File: src/rtl/fft_frame_loader.sv
// Serial-to-parallel loader: packs N_POINTS samples per frame into a flat word,
// double-buffered so one bank fills while the other is held for the consumer.
module fft_frame_loader #(
   parameter int N_POINTS = 64,
   parameter int LOG2_N   = 6,
   parameter int S_WIDTH  = 16
) (
   input  logic                         clk,
   input  logic                         rst,
   input  logic [S_WIDTH-1:0]           in_sample,
   input  logic                         in_valid,
   input  logic                         in_last,
   output logic                         in_ready,
   output logic [S_WIDTH*N_POINTS-1:0]  frame_out,
   output logic                         frame_valid,
   input  logic                         frame_ready,
   output logic                         err_abort,
   output logic [LOG2_N-1:0]            wr_idx
);

   // Handshake: a sample moves when in_valid && in_ready at a rising edge; a frame
   // moves when frame_valid && frame_ready. in_ready depends on registers only.
   localparam logic [LOG2_N-1:0] LAST_IDX = LOG2_N'(N_POINTS - 1);

   logic [S_WIDTH-1:0] bank_q [0:1][0:N_POINTS-1];
   logic [1:0]         full_q, full_d;
   logic               wr_bank_q, wr_bank_d;
   logic               rd_bank_q, rd_bank_d;
   logic [LOG2_N-1:0]  wr_idx_q, wr_idx_d;
   logic               err_abort_q, err_abort_d;

   logic accept, pop, last_slot, store;

   assign in_ready    = !full_q[wr_bank_q];
   assign frame_valid = full_q[rd_bank_q];
   assign err_abort   = err_abort_q;
   assign wr_idx      = wr_idx_q;

   assign accept    = in_valid && in_ready;
   assign pop       = frame_valid && frame_ready;
   assign last_slot = (wr_idx_q == LAST_IDX);
   // in_last at the final slot is ignored; anywhere else it aborts the frame.
   assign store     = accept && (last_slot || !in_last);

   for (genvar g = 0; g < N_POINTS; g++) begin : g_pack
      assign frame_out[g*S_WIDTH +: S_WIDTH] = bank_q[rd_bank_q][g];
   end

   always_comb begin
      full_d      = full_q;
      wr_bank_d   = wr_bank_q;
      rd_bank_d   = rd_bank_q;
      wr_idx_d    = wr_idx_q;
      err_abort_d = 1'b0;
      if (accept) begin
         if (last_slot) begin
            full_d[wr_bank_q] = 1'b1;
            wr_bank_d         = !wr_bank_q;
            wr_idx_d          = '0;
         end else if (in_last) begin
            wr_idx_d    = '0;
            err_abort_d = 1'b1;
         end else begin
            wr_idx_d = wr_idx_q + 1'b1;
         end
      end
      // A pop always targets the other bank from a completing accept.
      if (pop) begin
         full_d[rd_bank_q] = 1'b0;
         rd_bank_d         = !rd_bank_q;
      end
   end

   always_ff @(posedge clk) begin
      if (rst) begin
         full_q      <= 2'b00;
         wr_bank_q   <= 1'b0;
         rd_bank_q   <= 1'b0;
         wr_idx_q    <= '0;
         err_abort_q <= 1'b0;
      end else begin
         full_q      <= full_d;
         wr_bank_q   <= wr_bank_d;
         rd_bank_q   <= rd_bank_d;
         wr_idx_q    <= wr_idx_d;
         err_abort_q <= err_abort_d;
      end
   end

   always_ff @(posedge clk) begin
      if (rst) begin
         for (int b = 0; b < 2; b++) begin
            for (int i = 0; i < N_POINTS; i++) begin
               bank_q[b][i] <= '0;
            end
         end
      end else if (store) begin
         bank_q[wr_bank_q][wr_idx_q] <= in_sample;
      end
   end

endmodule

File: config.mk
export PLATFORM = sky130hd
export DESIGN_NAME = fft_frame_loader
export DESIGN_NICKNAME = d
export VERILOG_FILES = /design/src/rtl/fft_frame_loader.sv
export SDC_FILE = /design/constraint.sdc
export NUM_CORES = 2
export LEC_CHECK = 0
export ABC_AREA = 1
export CAP_MARGIN = 10
export CORE_MARGIN = 2
export CORE_UTILIZATION = 45
export CTS_BUF_LIST = sky130_fd_sc_hd__clkbuf_8
export DETAILED_ROUTE_END_ITERATION = 12
export PLACE_DENSITY = 0.66
export SLEW_MARGIN = 20
export SYNTH_ARGS = -nofsm -noshare
export SYNTH_HDL_FRONTEND = slang
export SYNTH_SLANG_ARGS = --single-unit
File: constraint.sdc
create_clock -name clk -period 3.91 [get_ports clk]
set_clock_uncertainty 0.2 [all_clocks]
set_input_delay 0.782 -clock clk [delete_from_list [all_inputs] [get_ports clk]]
set_output_delay 0.782 -clock clk [all_outputs]
set_load 0.05 [all_outputs]
==> summary.md <==
| Metric | Value |
|---|---|
| Syn nets | 4911 |
| Setup Crit Path Kind | register to output port |
| Die Wd | 428 microns |
| Flip-flop and latch area | 61700 sq um |
| Most common cell after layout, fill and taps aside | edfxtp_1 |
| Post-synth ARST share | 0% |
| Run status | finished with violations |
| Die ar. | 183000 sq um |
| Final Max Slew Viols | 0 |
| Worst Setup End Kind | output port |
| Largest net degree at the start of global routing | 125 |
| Post-route ant nets | 0 |
| GRT overflow | 0 |
| Rows | 155 |
| Post-synthesis sequential area ratio | 76.4% |
| Pwr dens | 466 nW/um^2 |
| Clock Latency Late Sink | 1.05 ns |
| Routed length per instance | 33.8 microns |
| Tightest Pin Transition | 1.01 ns |
| Tot GR Track Use | 32.1% |
| Multi-input gate area | 17900 sq um |
| Data required, critical path | 2.93 ns |
| DR vias | 51200 |
| Fmax achieved | 249 MHz |
| Main synth FF type | edfxtp_1 |
| Post-layout min period | 4.01 ns |
| Sw power | 0.0123 W |
| Pre-Repair DR Iteration Count | 5 |
| CP Max Fanout | 73 |
| DRT Wirelength | 301000 microns |
| R2R cell count | 12 |
| Part of the cycle the worst path needs | 103% |
| Nets | 6334 |
| Setup crit start kind | register |
| RSZ-0062 raised after global routing | true |
| Worst VDD drop | 363 uV |
| Mean Syn Cell Area | 16.5 sq um |
| Synth Register Bits | 2060 |
| Gate power share | 9.9% |
| Initial DRC Count | 6723 |
| Initial Utilization | 45.3% |
| Slew HR | 32.4% |
| Hold Path Cell Cnt | 3 |
| Failing checks | setup timing |
| Clock power share | 36.2% |
| Critical path arrival | 3.03 ns |
| # DRC | 0 |
| Post-Syn Area | 80800 sq um |
| Yosys cell types | 32 |
| Pint | 0.0349 W |
| Avg Vias per Cell | 5.75 |
| Post-route cell area | 101000 sq um |
| YS warnings | 0 |
| Max cap viols | 0 |
| Clock input transition at the sequential cells of the worst setup and hold paths | 0.06 ns |
| Final setup viols | 54 |
| Gpl congestion | 0.869 |
| Fin. Hold Viols | 0 |
| Num CTS Buffers | 344 |
| Clock Sinks | 2060 |
| Post-DP HPWL | 187000 microns |
| CTS H-tree lvls | 5 |
| First-pass GRT wire length | 404000 microns |
| CTS Root Buffer Type | clkbuf_8 |
| Sequential share of power | 53.9% |
| Cells after Synth | 4889 |
| # port buffers | 1053 |
| Utilization after layout | 56.8% |
| Vias in the first global route | 49600 |
| Die Y | 428 microns |
| Initial antenna violation count | 33 |
| P_leak | 39.5 nW |
| Number of synthesized flops with an enable pin | 2048 |
| TritonCTS clock tree | built |
| R2R Setup Slk | 0.36 ns |
| Post-route setup slack | -0.100 ns |
| Core Area | 178000 sq um |
| Sw Ratio | 26.1% |
| Commonest non-fill, non-tap cells in the layout | edfxtp_1 (2048), nor2_1 (1079), mux2_2 (991), buf_4 (803), clkbuf_8 (352) |
| Worst Hold Class | input pin to register |
| Top-Level Pins | 1054 |
| Placed cell area | 95100 sq um |
| Max clock buf depth | 4 |
| Synth-to-Final Area Change | 25.3% |
| Tot Pwr | 0.0472 W |
| Layout cells sized above 1 | 40.3% |
| Fill count | 14200 |
==> cells in the mapped netlist, types with 9 or more instances <==
library cell	number	share of area, %
a21oi_1	17	0.11
buf_1	14	0.065
buf_2	72	0.45
clkbuf_1	237	1.1
dfxtp_1	12	0.30
edfxtp_1	2048	76
inv_1	35	0.16
inv_2	9	0.042
mux2_2	1024	14
nand2_1	170	0.79
nand2_2	21	0.16
nand3_1	14	0.087
nand4_1	22	0.17
nand4_2	41	0.63
nor2_1	1102	5.1
o21ai_0	19	0.12
==> sequential cells by signal, indices dropped and copies added (netlist names), named ones only <==
register,cells
wr_idx,6
bank_q,2048
err_abort,1
wr_bank_q,1
full_q,2
rd_bank_q,1
==> critical path: stages, from the launching register on <==
cell	delay (ns)
dfxtp_4	0.35
buf_12	0.18
buf_12	0.35
mux2_2	0.49
dlygate4sd2_1	0.46
==> power groups by stage <==
stage               Sequential [W]  Clock, W  Combinational, W
global route                0.0255    0.0181           0.00472
finish                      0.0254    0.0171           0.00467
global placement            0.0259         0           0.00474
floorplan                   0.0258         0           0.00260
detailed placement          0.0259         0           0.00474
CTS                         0.0255    0.0172           0.00464
==> per-layer routing <==
layer | GRT usage (%) | part of all wire [%] | vias up
li1 | - | - | 20800
met1 | 41.1 | 37 | 26500
met2 | 50.9 | 47 | 3214
met3 | 5.64 | 8.6 | 741
met4 | 20.1 | 7.2 | 6
met5 | 0 | 0.015 | -
==> final cells by class <==
type	instances	share of cell area, %
diodes	15	0.0371
clock buffers	351	4.77
clock inverters	227	1.02
inverters	45	0.215
multi-input cells	2450	17.7
flip-flops and latches	2060	61.0
well taps	2355	2.91
repair buffers	1411	12.4
==> cells by family after synthesis <==
kind of cell	share of synthesized area [%]
flops	76.4
simple gates	7.15
mux	14.3
buf+inv	1.94
compound gates	0.251
xor+xnor	0.0108
fa+ha+maj	0.0155
==> repair_timing <==
action	in CTS	in global routing
gates resized for setup	674	174
hold buffers	0	0
setup endpoints to repair	949	564
setup buffers	4	0
cloned	4	2
==> final timing paths <==
check / from / end
max: register / frame_out[906]
min: frame_ready / register
min reg2reg: full_q[0] / full_q[0]
max reg2reg: wr_idx[1] / bank_q[0][643]
==> per-stage QoR <==
stage	setup slack, ns	hold WS (ns)	cells	setup TNS (ns)
final	-0.100	0.230	8914	-1.09
after global routing	-0.161	0.205	8908	-26.40
after CTS	-0.144	0.150	8897	-23.57
after detailed placement	-0.0177	0.306	8311	-0.427
after global placement	-0.0325	0.288	8311	-0.491
after floorplan	0.0891	0.266	4889	0
Power figures use the tool's default switching activity.
